`config.mk`:
```
export PLATFORM = sky130hd
export DESIGN_NAME = gpr_writeback_flat
export DESIGN_NICKNAME = d
export VERILOG_FILES = /design/src/rtl/gpr_writeback_pkg.sv /design/src/rtl/gpr_writeback_if.sv /design/src/rtl/gpr_writeback_load_align.sv /design/src/rtl/gpr_writeback.sv /design/src/flat_wrapper.sv
export SDC_FILE = /design/constraint.sdc
export NUM_CORES = 1
export LEC_CHECK = 0
export CORE_ASPECT_RATIO = 0.5
export CORE_UTILIZATION = 58
export DETAILED_ROUTE_END_ITERATION = 6
export GPL_ROUTABILITY_DRIVEN = 0
export PLACE_DENSITY_LB_ADDON = 0.15
export SETUP_SLACK_MARGIN = 0.1
export SLEW_MARGIN = 10
export SYNTH_ARGS = -nofsm -noshare
export SYNTH_HDL_FRONTEND = slang
export SYNTH_SLANG_ARGS = --single-unit
```
`constraint.sdc`:
```
create_clock -name clk -period 4.5 [get_ports clk]
set_input_delay 0.45 -clock clk [delete_from_list [all_inputs] [get_ports clk]]
set_output_delay 0.45 -clock clk [all_outputs]
set_load 0.01 [all_outputs]
```
`src/rtl/gpr_writeback_pkg.sv`:
```
// -----------------------------------------------------------------------------
// gpr_wb_pkg
// Shared types and constants for the GPR write-back slice.
//   XLEN        : register width
//   F3_*        : load funct3 encodings understood by the aligner
//   wb_entry_t  : one pending register write {rd, data}
//   reg_hit()   : a nonzero source register matching a destination register
// -----------------------------------------------------------------------------
package gpr_wb_pkg;

  localparam int XLEN = 32;

  localparam logic [2:0] F3_LB  = 3'b000;
  localparam logic [2:0] F3_LH  = 3'b001;
  localparam logic [2:0] F3_LW  = 3'b010;
  localparam logic [2:0] F3_LBU = 3'b100;
  localparam logic [2:0] F3_LHU = 3'b101;

  typedef struct packed {
    logic [4:0]      rd;
    logic [XLEN-1:0] data;
  } wb_entry_t;

  // x0 is hardwired, so it never creates a dependency.
  function automatic logic reg_hit(input logic [4:0] qs, input logic [4:0] rd);
    return (qs != 5'd0) && (qs == rd);
  endfunction

endpackage

```
`src/rtl/gpr_writeback_if.sv`:
```
// -----------------------------------------------------------------------------
// gpr_writeback_if
// Bundles the ALU and LSU result handshakes, the decode-stage hazard query and
// the GPR file write port.
//   master : the pipeline side (offers results, asks about hazards, consumes
//            the write port)
//   slave  : gpr_writeback itself
// -----------------------------------------------------------------------------
interface gpr_writeback_if;
  import gpr_wb_pkg::*;

  logic            alu_valid;
  logic            alu_ready;
  logic [4:0]      alu_rd;
  logic [XLEN-1:0] alu_data;

  logic            lsu_valid;
  logic            lsu_ready;
  logic [4:0]      lsu_rd;
  logic [2:0]      lsu_funct3;
  logic [1:0]      lsu_offset;
  logic [XLEN-1:0] lsu_rdata;

  logic [4:0]      query_rs1;
  logic [4:0]      query_rs2;
  logic            hazard;

  logic            RegWEn;
  logic [4:0]      addr_towrite;
  logic [XLEN-1:0] data_towrite;

  modport master (
    output alu_valid, alu_rd, alu_data,
    output lsu_valid, lsu_rd, lsu_funct3, lsu_offset, lsu_rdata,
    output query_rs1, query_rs2,
    input  alu_ready, lsu_ready, hazard,
    input  RegWEn, addr_towrite, data_towrite
  );

  modport slave (
    input  alu_valid, alu_rd, alu_data,
    input  lsu_valid, lsu_rd, lsu_funct3, lsu_offset, lsu_rdata,
    input  query_rs1, query_rs2,
    output alu_ready, lsu_ready, hazard,
    output RegWEn, addr_towrite, data_towrite
  );

endinterface

```
`src/rtl/gpr_writeback_load_align.sv`:
```
// -----------------------------------------------------------------------------
// wb_load_align
// Combinational load formatter: picks the byte/half addressed by offset out of
// the raw memory word and sign- or zero-extends it.
//   funct3 : load type (LB/LH/LW/LBU/LHU), anything else yields 0
//   offset : byte address [1:0]
//   rdata  : raw aligned memory word
//   result : formatted register value
// Misaligned halves/words are not trapped: the half is chosen by offset[1]
// only and LW ignores offset entirely.
// -----------------------------------------------------------------------------
module wb_load_align
  import gpr_wb_pkg::*;
(
  input  logic [2:0]      funct3,
  input  logic [1:0]      offset,
  input  logic [XLEN-1:0] rdata,
  output logic [XLEN-1:0] result
);

  logic [7:0]  byte_sel;
  logic [15:0] half_sel;

  assign byte_sel = rdata[{offset, 3'b000} +: 8];
  assign half_sel = rdata[{offset[1], 4'b0000} +: 16];

  // NOTE: every always_comb output gets a default first so no path can leave
  // it unassigned and infer a latch.
  always_comb begin
    result = '0;
    case (funct3)
      F3_LB:   result = {{(XLEN-8){byte_sel[7]}}, byte_sel};
      F3_LH:   result = {{(XLEN-16){half_sel[15]}}, half_sel};
      F3_LW:   result = rdata;
      F3_LBU:  result = {{(XLEN-8){1'b0}}, byte_sel};
      F3_LHU:  result = {{(XLEN-16){1'b0}}, half_sel};
      default: result = '0;
    endcase
  end

endmodule

```
`src/rtl/gpr_writeback.sv`:
```
// -----------------------------------------------------------------------------
// gpr_writeback
// Write-side master of the GPR file. Merges 1-cycle ALU results with formatted
// LSU load responses (queued in a DEPTH-entry FIFO) into a single registered
// write port, and flags decode-stage hazards against writes still in flight.
//   clk, rst : clock, asynchronous active-high reset
//   bus      : gpr_writeback_if.slave (ALU/LSU handshakes, hazard query,
//              RegWEn/addr_towrite/data_towrite)
//   pending  : FIFO occupancy, 0..DEPTH
// Arbitration: ALU wins over the FIFO head unless the FIFO is full; while full
// both inputs are back-pressured and the head drains.
// Optional build macro GPR_WB_BYPASS_EN: with the FIFO empty and no ALU offer,
// a load skips the FIFO and is written one cycle after acceptance.
// -----------------------------------------------------------------------------
module gpr_writeback
  import gpr_wb_pkg::*;
#(
  parameter int DEPTH = 4
) (
  input  logic                   clk,
  input  logic                   rst,
  gpr_writeback_if.slave         bus,
  output logic [$clog2(DEPTH):0] pending
);

  localparam int AW = $clog2(DEPTH);
  localparam int CW = AW + 1;

  wb_entry_t        mem [DEPTH];
  logic [DEPTH-1:0] valid;
  logic [AW-1:0]    rd_ptr;
  logic [AW-1:0]    wr_ptr;
  logic [CW-1:0]    count;

  logic            fifo_full;
  logic            fifo_empty;
  logic            alu_take;
  logic            lsu_take;
  logic            push;
  logic            pop;
  logic            bypass;
  logic            sel_valid;
  wb_entry_t       sel_entry;
  logic [XLEN-1:0] load_fmt;
  wb_entry_t       lsu_entry;
  logic            hazard;

  wb_load_align u_align (
    .funct3 (bus.lsu_funct3),
    .offset (bus.lsu_offset),
    .rdata  (bus.lsu_rdata),
    .result (load_fmt)
  );

  assign lsu_entry  = '{rd: bus.lsu_rd, data: load_fmt};
  assign fifo_full  = (count == CW'(DEPTH));
  assign fifo_empty = (count == '0);

  assign bus.alu_ready = !fifo_full;
  assign bus.lsu_ready = !fifo_full;
  assign alu_take      = bus.alu_valid && !fifo_full;
  assign lsu_take      = bus.lsu_valid && !fifo_full;
  assign pending       = count;

  // Write-slot arbiter: ALU, then FIFO head, then (optionally) a bypassed load.
  always_comb begin
    sel_valid = 1'b0;
    sel_entry = '0;
    pop       = 1'b0;
    bypass    = 1'b0;
    if (alu_take) begin
      sel_valid = 1'b1;
      sel_entry = '{rd: bus.alu_rd, data: bus.alu_data};
    end else if (!fifo_empty) begin
      sel_valid = 1'b1;
      sel_entry = mem[rd_ptr];
      pop       = 1'b1;
`ifdef GPR_WB_BYPASS_EN
    end else if (lsu_take) begin
      // Empty FIFO and no ALU offer (alu_take is only low here if alu_valid
      // is low), so the load can take the slot directly.
      sel_valid = 1'b1;
      sel_entry = lsu_entry;
      bypass    = 1'b1;
`endif
    end
  end

  // lsu_take already excludes the full case, so a push never overflows.
  assign push = lsu_take && !bypass;

  // NOTE: sequential state uses non-blocking assignments so every flop samples
  // the pre-edge values regardless of statement order.
  always_ff @(posedge clk or posedge rst) begin
    if (rst) begin
      rd_ptr <= '0;
      wr_ptr <= '0;
      count  <= '0;
      valid  <= '0;
    end else begin
      // Push and pop never address the same slot: pop needs a non-empty FIFO
      // and push a non-full one, and both at once leaves distinct pointers.
      if (push) begin
        wr_ptr        <= wr_ptr + 1'b1;
        valid[wr_ptr] <= 1'b1;
      end
      if (pop) begin
        rd_ptr        <= rd_ptr + 1'b1;
        valid[rd_ptr] <= 1'b0;
      end
      case ({push, pop})
        2'b10:   count <= count + 1'b1;
        2'b01:   count <= count - 1'b1;
        default: count <= count;
      endcase
    end
  end

  // NOTE: the storage array has no reset; the valid bits and pointers decide
  // what is live, so stale payload is never observed.
  always_ff @(posedge clk) begin
    if (push) mem[wr_ptr] <= lsu_entry;
  end

  // Output stage. A slot aimed at x0 still consumes the cycle but never
  // raises RegWEn; address/data only move on a real write.
  always_ff @(posedge clk or posedge rst) begin
    if (rst) begin
      bus.RegWEn       <= 1'b0;
      bus.addr_towrite <= '0;
      bus.data_towrite <= '0;
    end else begin
      bus.RegWEn <= sel_valid && (sel_entry.rd != 5'd0);
      if (sel_valid && (sel_entry.rd != 5'd0)) begin
        bus.addr_towrite <= sel_entry.rd;
        bus.data_towrite <= sel_entry.data;
      end
    end
  end

  // Hazard looks only at registered state: queued loads and the write being
  // presented to the register file this cycle.
  always_comb begin
    hazard = 1'b0;
    for (int i = 0; i < DEPTH; i++) begin
      if (valid[i] && (reg_hit(bus.query_rs1, mem[i].rd) ||
                       reg_hit(bus.query_rs2, mem[i].rd)))
        hazard = 1'b1;
    end
    if (bus.RegWEn && (reg_hit(bus.query_rs1, bus.addr_towrite) ||
                       reg_hit(bus.query_rs2, bus.addr_towrite)))
      hazard = 1'b1;
  end

  assign bus.hazard = hazard;

endmodule

```
`src/flat_wrapper.sv`:
```
// flat-port wrapper written by rule: the top's interface ports become plain ports
module gpr_writeback_flat import gpr_wb_pkg::*;
#(
  parameter int DEPTH = 4
)
  (clk, rst, pending, bus_alu_valid, bus_alu_rd, bus_alu_data, bus_lsu_valid, bus_lsu_rd, bus_lsu_funct3, bus_lsu_offset, bus_lsu_rdata, bus_query_rs1, bus_query_rs2, bus_alu_ready, bus_lsu_ready, bus_hazard, bus_RegWEn, bus_addr_towrite, bus_data_towrite);
  gpr_writeback_if bus_i ();
  input  logic clk;
  input  logic rst;
  output logic [$clog2(DEPTH):0] pending;
  input wire logic [$bits(bus_i.alu_valid)-1:0] bus_alu_valid;
  input wire logic [$bits(bus_i.alu_rd)-1:0] bus_alu_rd;
  input wire logic [$bits(bus_i.alu_data)-1:0] bus_alu_data;
  input wire logic [$bits(bus_i.lsu_valid)-1:0] bus_lsu_valid;
  input wire logic [$bits(bus_i.lsu_rd)-1:0] bus_lsu_rd;
  input wire logic [$bits(bus_i.lsu_funct3)-1:0] bus_lsu_funct3;
  input wire logic [$bits(bus_i.lsu_offset)-1:0] bus_lsu_offset;
  input wire logic [$bits(bus_i.lsu_rdata)-1:0] bus_lsu_rdata;
  input wire logic [$bits(bus_i.query_rs1)-1:0] bus_query_rs1;
  input wire logic [$bits(bus_i.query_rs2)-1:0] bus_query_rs2;
  output wire logic [$bits(bus_i.alu_ready)-1:0] bus_alu_ready;
  output wire logic [$bits(bus_i.lsu_ready)-1:0] bus_lsu_ready;
  output wire logic [$bits(bus_i.hazard)-1:0] bus_hazard;
  output wire logic [$bits(bus_i.RegWEn)-1:0] bus_RegWEn;
  output wire logic [$bits(bus_i.addr_towrite)-1:0] bus_addr_towrite;
  output wire logic [$bits(bus_i.data_towrite)-1:0] bus_data_towrite;
  assign bus_i.alu_valid = bus_alu_valid;
  assign bus_i.alu_rd = bus_alu_rd;
  assign bus_i.alu_data = bus_alu_data;
  assign bus_i.lsu_valid = bus_lsu_valid;
  assign bus_i.lsu_rd = bus_lsu_rd;
  assign bus_i.lsu_funct3 = bus_lsu_funct3;
  assign bus_i.lsu_offset = bus_lsu_offset;
  assign bus_i.lsu_rdata = bus_lsu_rdata;
  assign bus_i.query_rs1 = bus_query_rs1;
  assign bus_i.query_rs2 = bus_query_rs2;
  assign bus_alu_ready = bus_i.alu_ready;
  assign bus_lsu_ready = bus_i.lsu_ready;
  assign bus_hazard = bus_i.hazard;
  assign bus_RegWEn = bus_i.RegWEn;
  assign bus_addr_towrite = bus_i.addr_towrite;
  assign bus_data_towrite = bus_i.data_towrite;
  gpr_writeback #(.DEPTH(DEPTH)) u_core (.clk(clk), .rst(rst), .bus(bus_i), .pending(pending));
endmodule
```
==> flow_summary.ini <==
[synthesis]
netlist_instances = 580
seq_area_frac_synth_pct = 63.9
synth_edf_count = 148
netlist.area_leader.share_pct = 50.1
synth_area_per_cell_um2 = 15.3
ys.flop_type = edfxtp_1
synth-warning-count = 0
syn_area_um2 = 8870
synth_area_leaders = edfxtp_1, dfrtp_1, mux4_2
syn_nets = 683
async_reset_ff_share_pct = 24.9
synth_top_area_cell = edfxtp_1
ys_types = 43
synth_seq_cells = 197

[layout]
final_cell_area_um2 = 11000
areaGrowthSynthToFinish_pct = 23.8
final_cell_mix = edfxtp_1, clkdlybuf4s50_1, nand2_1
nets = 804
final_common_cell = edfxtp_1
drive_gt1_share_pct = 14.8
n_antenna_cell = 0

[sta]
fin_ws_ns = 1.30
fmax_mhz = 312
final-setup-viol-count = 0
rsz0062_at_grt = false
max_slew_margin_pct = 27.7
min_period_ns = 3.20
drv_slew = 0
setup_tns_ns = 0
min_period_over_period_pct = 71.2
worst_slew_pin_slew_ns = 1.08
hold_viol_final = 0
finClkSkew_ns = 0.0151

[floorplanning]
placementRows = 31
pin_count = 137
core_area_um2 = 14700
die_w_um = 177
start_util_pct = 60.3
die_h_um = 89.4
die_area_um2 = 15800

[critical_path]
path_class = in2out
cp_top_family = buffers and inverters
cp_slowest_cell = or4_1
critical-path-max-stage-delay_ns = 0.65
start_kind = primary input
path_common_cell = clkdlybuf4s50_1
critPathArrivalTime_ns = 2.75
cp_cell_sequence = clkdlybuf4s50_1 -> or4_1 -> o211ai_1 -> o22ai_1 -> a22oi_1 -> nand4_1 -> clkdlybuf4s50_1
crit_fanout = 6
cp.required_ns = 4.05
critPathBufInv = 2
end_kind = output pin

[clock_tree]
ctsResizeCount = 0
htree_levels = 4
cts_sinks = 197
cts_tree = yes
clock_path_buffers = 2
cts-root-buf = clkbuf_16
cts_buffers = 17
cts_setup_buffers = 0
postCtsHoldBufs = 0
clk-insertion-delay-late_ns = 0.43
cts.clk_slew.worst_paths_ns = 0.08

[power]
power_leakage_nw = 4.05
switching_power_mw = 2.24
p_int_mw = 4.48
p_per_area_nw_per_um2 = 612
p_comb_share_pct = 35.4
ir_drop_uv = 273
p_clk_share_pct = 23.0
switching_share_pct = 33.3
p_seq_share_pct = 41.6

[global_route]
use_met3_pct = 7.87
grtUsageMet1_pct = 36.9
track_usage_pct = 27.8
grt_pass1_vias = 5498
grt_remaining_overflow = 0
antenna_found_initial = 0
top_usage_layer = met2
grt_util_met2_pct = 45.7
grt_pass1_wl_mm = 31.5
grt_max_degree = 50

[placement]
place_area_um2 = 10400
io_buffers = 136
dp_slack_ns = 1.31
dp_hpwl_mm = 13.2

[route]
wl_mm = 21.0
drc = 0
vias = 5678
routedWlPerCell_um = 23.0
drt_iter0_drc = 506
vias_per_cell = 6.23
antenna_left = 0
drt_pass1_iterations = 5

[outcome]
status = finished, final reports clean

[hold_path]
hp-class = reg2reg

[flow_run]
drv_cap = 0
==> per-stage QoR <==
stage                     total power [mW]  util, %  hold slack [ns]  std cells
after floorplan                       4.27        -            0.498        580
after global placement                5.14     70.5            0.500        880
after detailed placement              5.20     70.5            0.502        880
after CTS                             6.75     74.7            0.515        912
after global routing                  7.03     74.7            0.550        912
final                                 6.72     74.7            0.513        912
==> kinds of logic after synthesis <==
family | Yosys count | share of synthesized area, %
compound gates | 106 | 10.3
xor+xnor | 55 | 5.43
fa+ha+maj | 10 | 1.50
buf+inv | 56 | 2.75
simple gates | 109 | 5.60
flops | 197 | 63.9
mux | 47 | 10.5
==> state kept, by name (all words and copies together) (netlist names) <==
name                     flops
u_core.valid                 4
u_core.mem                 148
u_core.wr_ptr                2
u_core.pending               3
u_core.bus.RegWEn            1
u_core.bus.addr_towrite      5
u_core.bus.data_towrite     32
u_core.rd_ptr                2
==> cells in the mapped netlist (2+ instances only) <==
cell	n
a2bb2oi_1	4
nor4_1	6
xnor2_1	41
a21o_1	17
buf_1	3
nand2_1	69
and2_1	2
a22oi_1	14
o21a_1	2
o21ai_0	11
mux4_2	37
or4_1	3
dfrtp_1	49
xor2_1	14
buf_4	2
o221a_2	18
edfxtp_1	148
ha_1	9
o211ai_1	5
inv_1	15
mux2i_1	9
nand3_1	10
buf_6	3
buf_2	3
nor2_1	7
a221o_1	8
clkbuf_1	30
o22ai_1	9
and3_1	4
nor3b_1	2
o221a_1	14
==> worst register-to-register path, cell delays in order (launching register included) <==
cell and delay (ns):
dfrtp_1 0.44, or3b_2 0.57, and2_1 0.19, buf_4 0.26
o21a_1 0.19, buf_4 0.26, nand2b_1 0.31, buf_4 0.32
o221a_2 0.34
==> routing by layer <==
metal  up-vias  wire [um]
met5         -          0
met4         0        292
met3        28       1710
met2       283      10100
met1      2878       8860
li1       2489          -
==> power groups by stage <==
stage	Sequential (mW)	Clock (mW)	Combinational, mW
final	2.80	1.54	2.38
after global routing	2.84	1.63	2.56
after CTS	2.80	1.56	2.40
after detailed placement	2.82	0	2.38
after global placement	2.80	0	2.34
after floorplan	2.82	0	1.45
==> path summary, 6_finish.rpt <==
check | startpoint | to | slack [ns] | depth (start not counted)
max reg2reg | u_core.pending[0] | u_core.bus.data_towrite[20] | 1.52 | 8
max in group asynchronous | rst | u_core.rd_ptr[0] | 3.34 | 2
min | u_core.pending[2] | u_core.pending[2] | 0.51 | 1
min reg2reg | u_core.pending[2] | u_core.pending[2] | 0.51 | 1
max | bus_query_rs2[0] | bus_hazard | 1.30 | 7
min in group asynchronous | rst | u_core.bus.data_towrite[30] | 0.53 | 2
==> cell type report <==
class | count | area, um2
clock buffers | 17 | 425
clock inverters | 15 | 196
flip-flops and latches | 197 | 5670
repair buffers | 143 | 1410
well taps | 198 | 248
multi-input cells | 327 | 2970
inverters | 15 | 57.6
fillers | 924 | 3720
No activity file was read; power rests on OpenSTA's default activity.
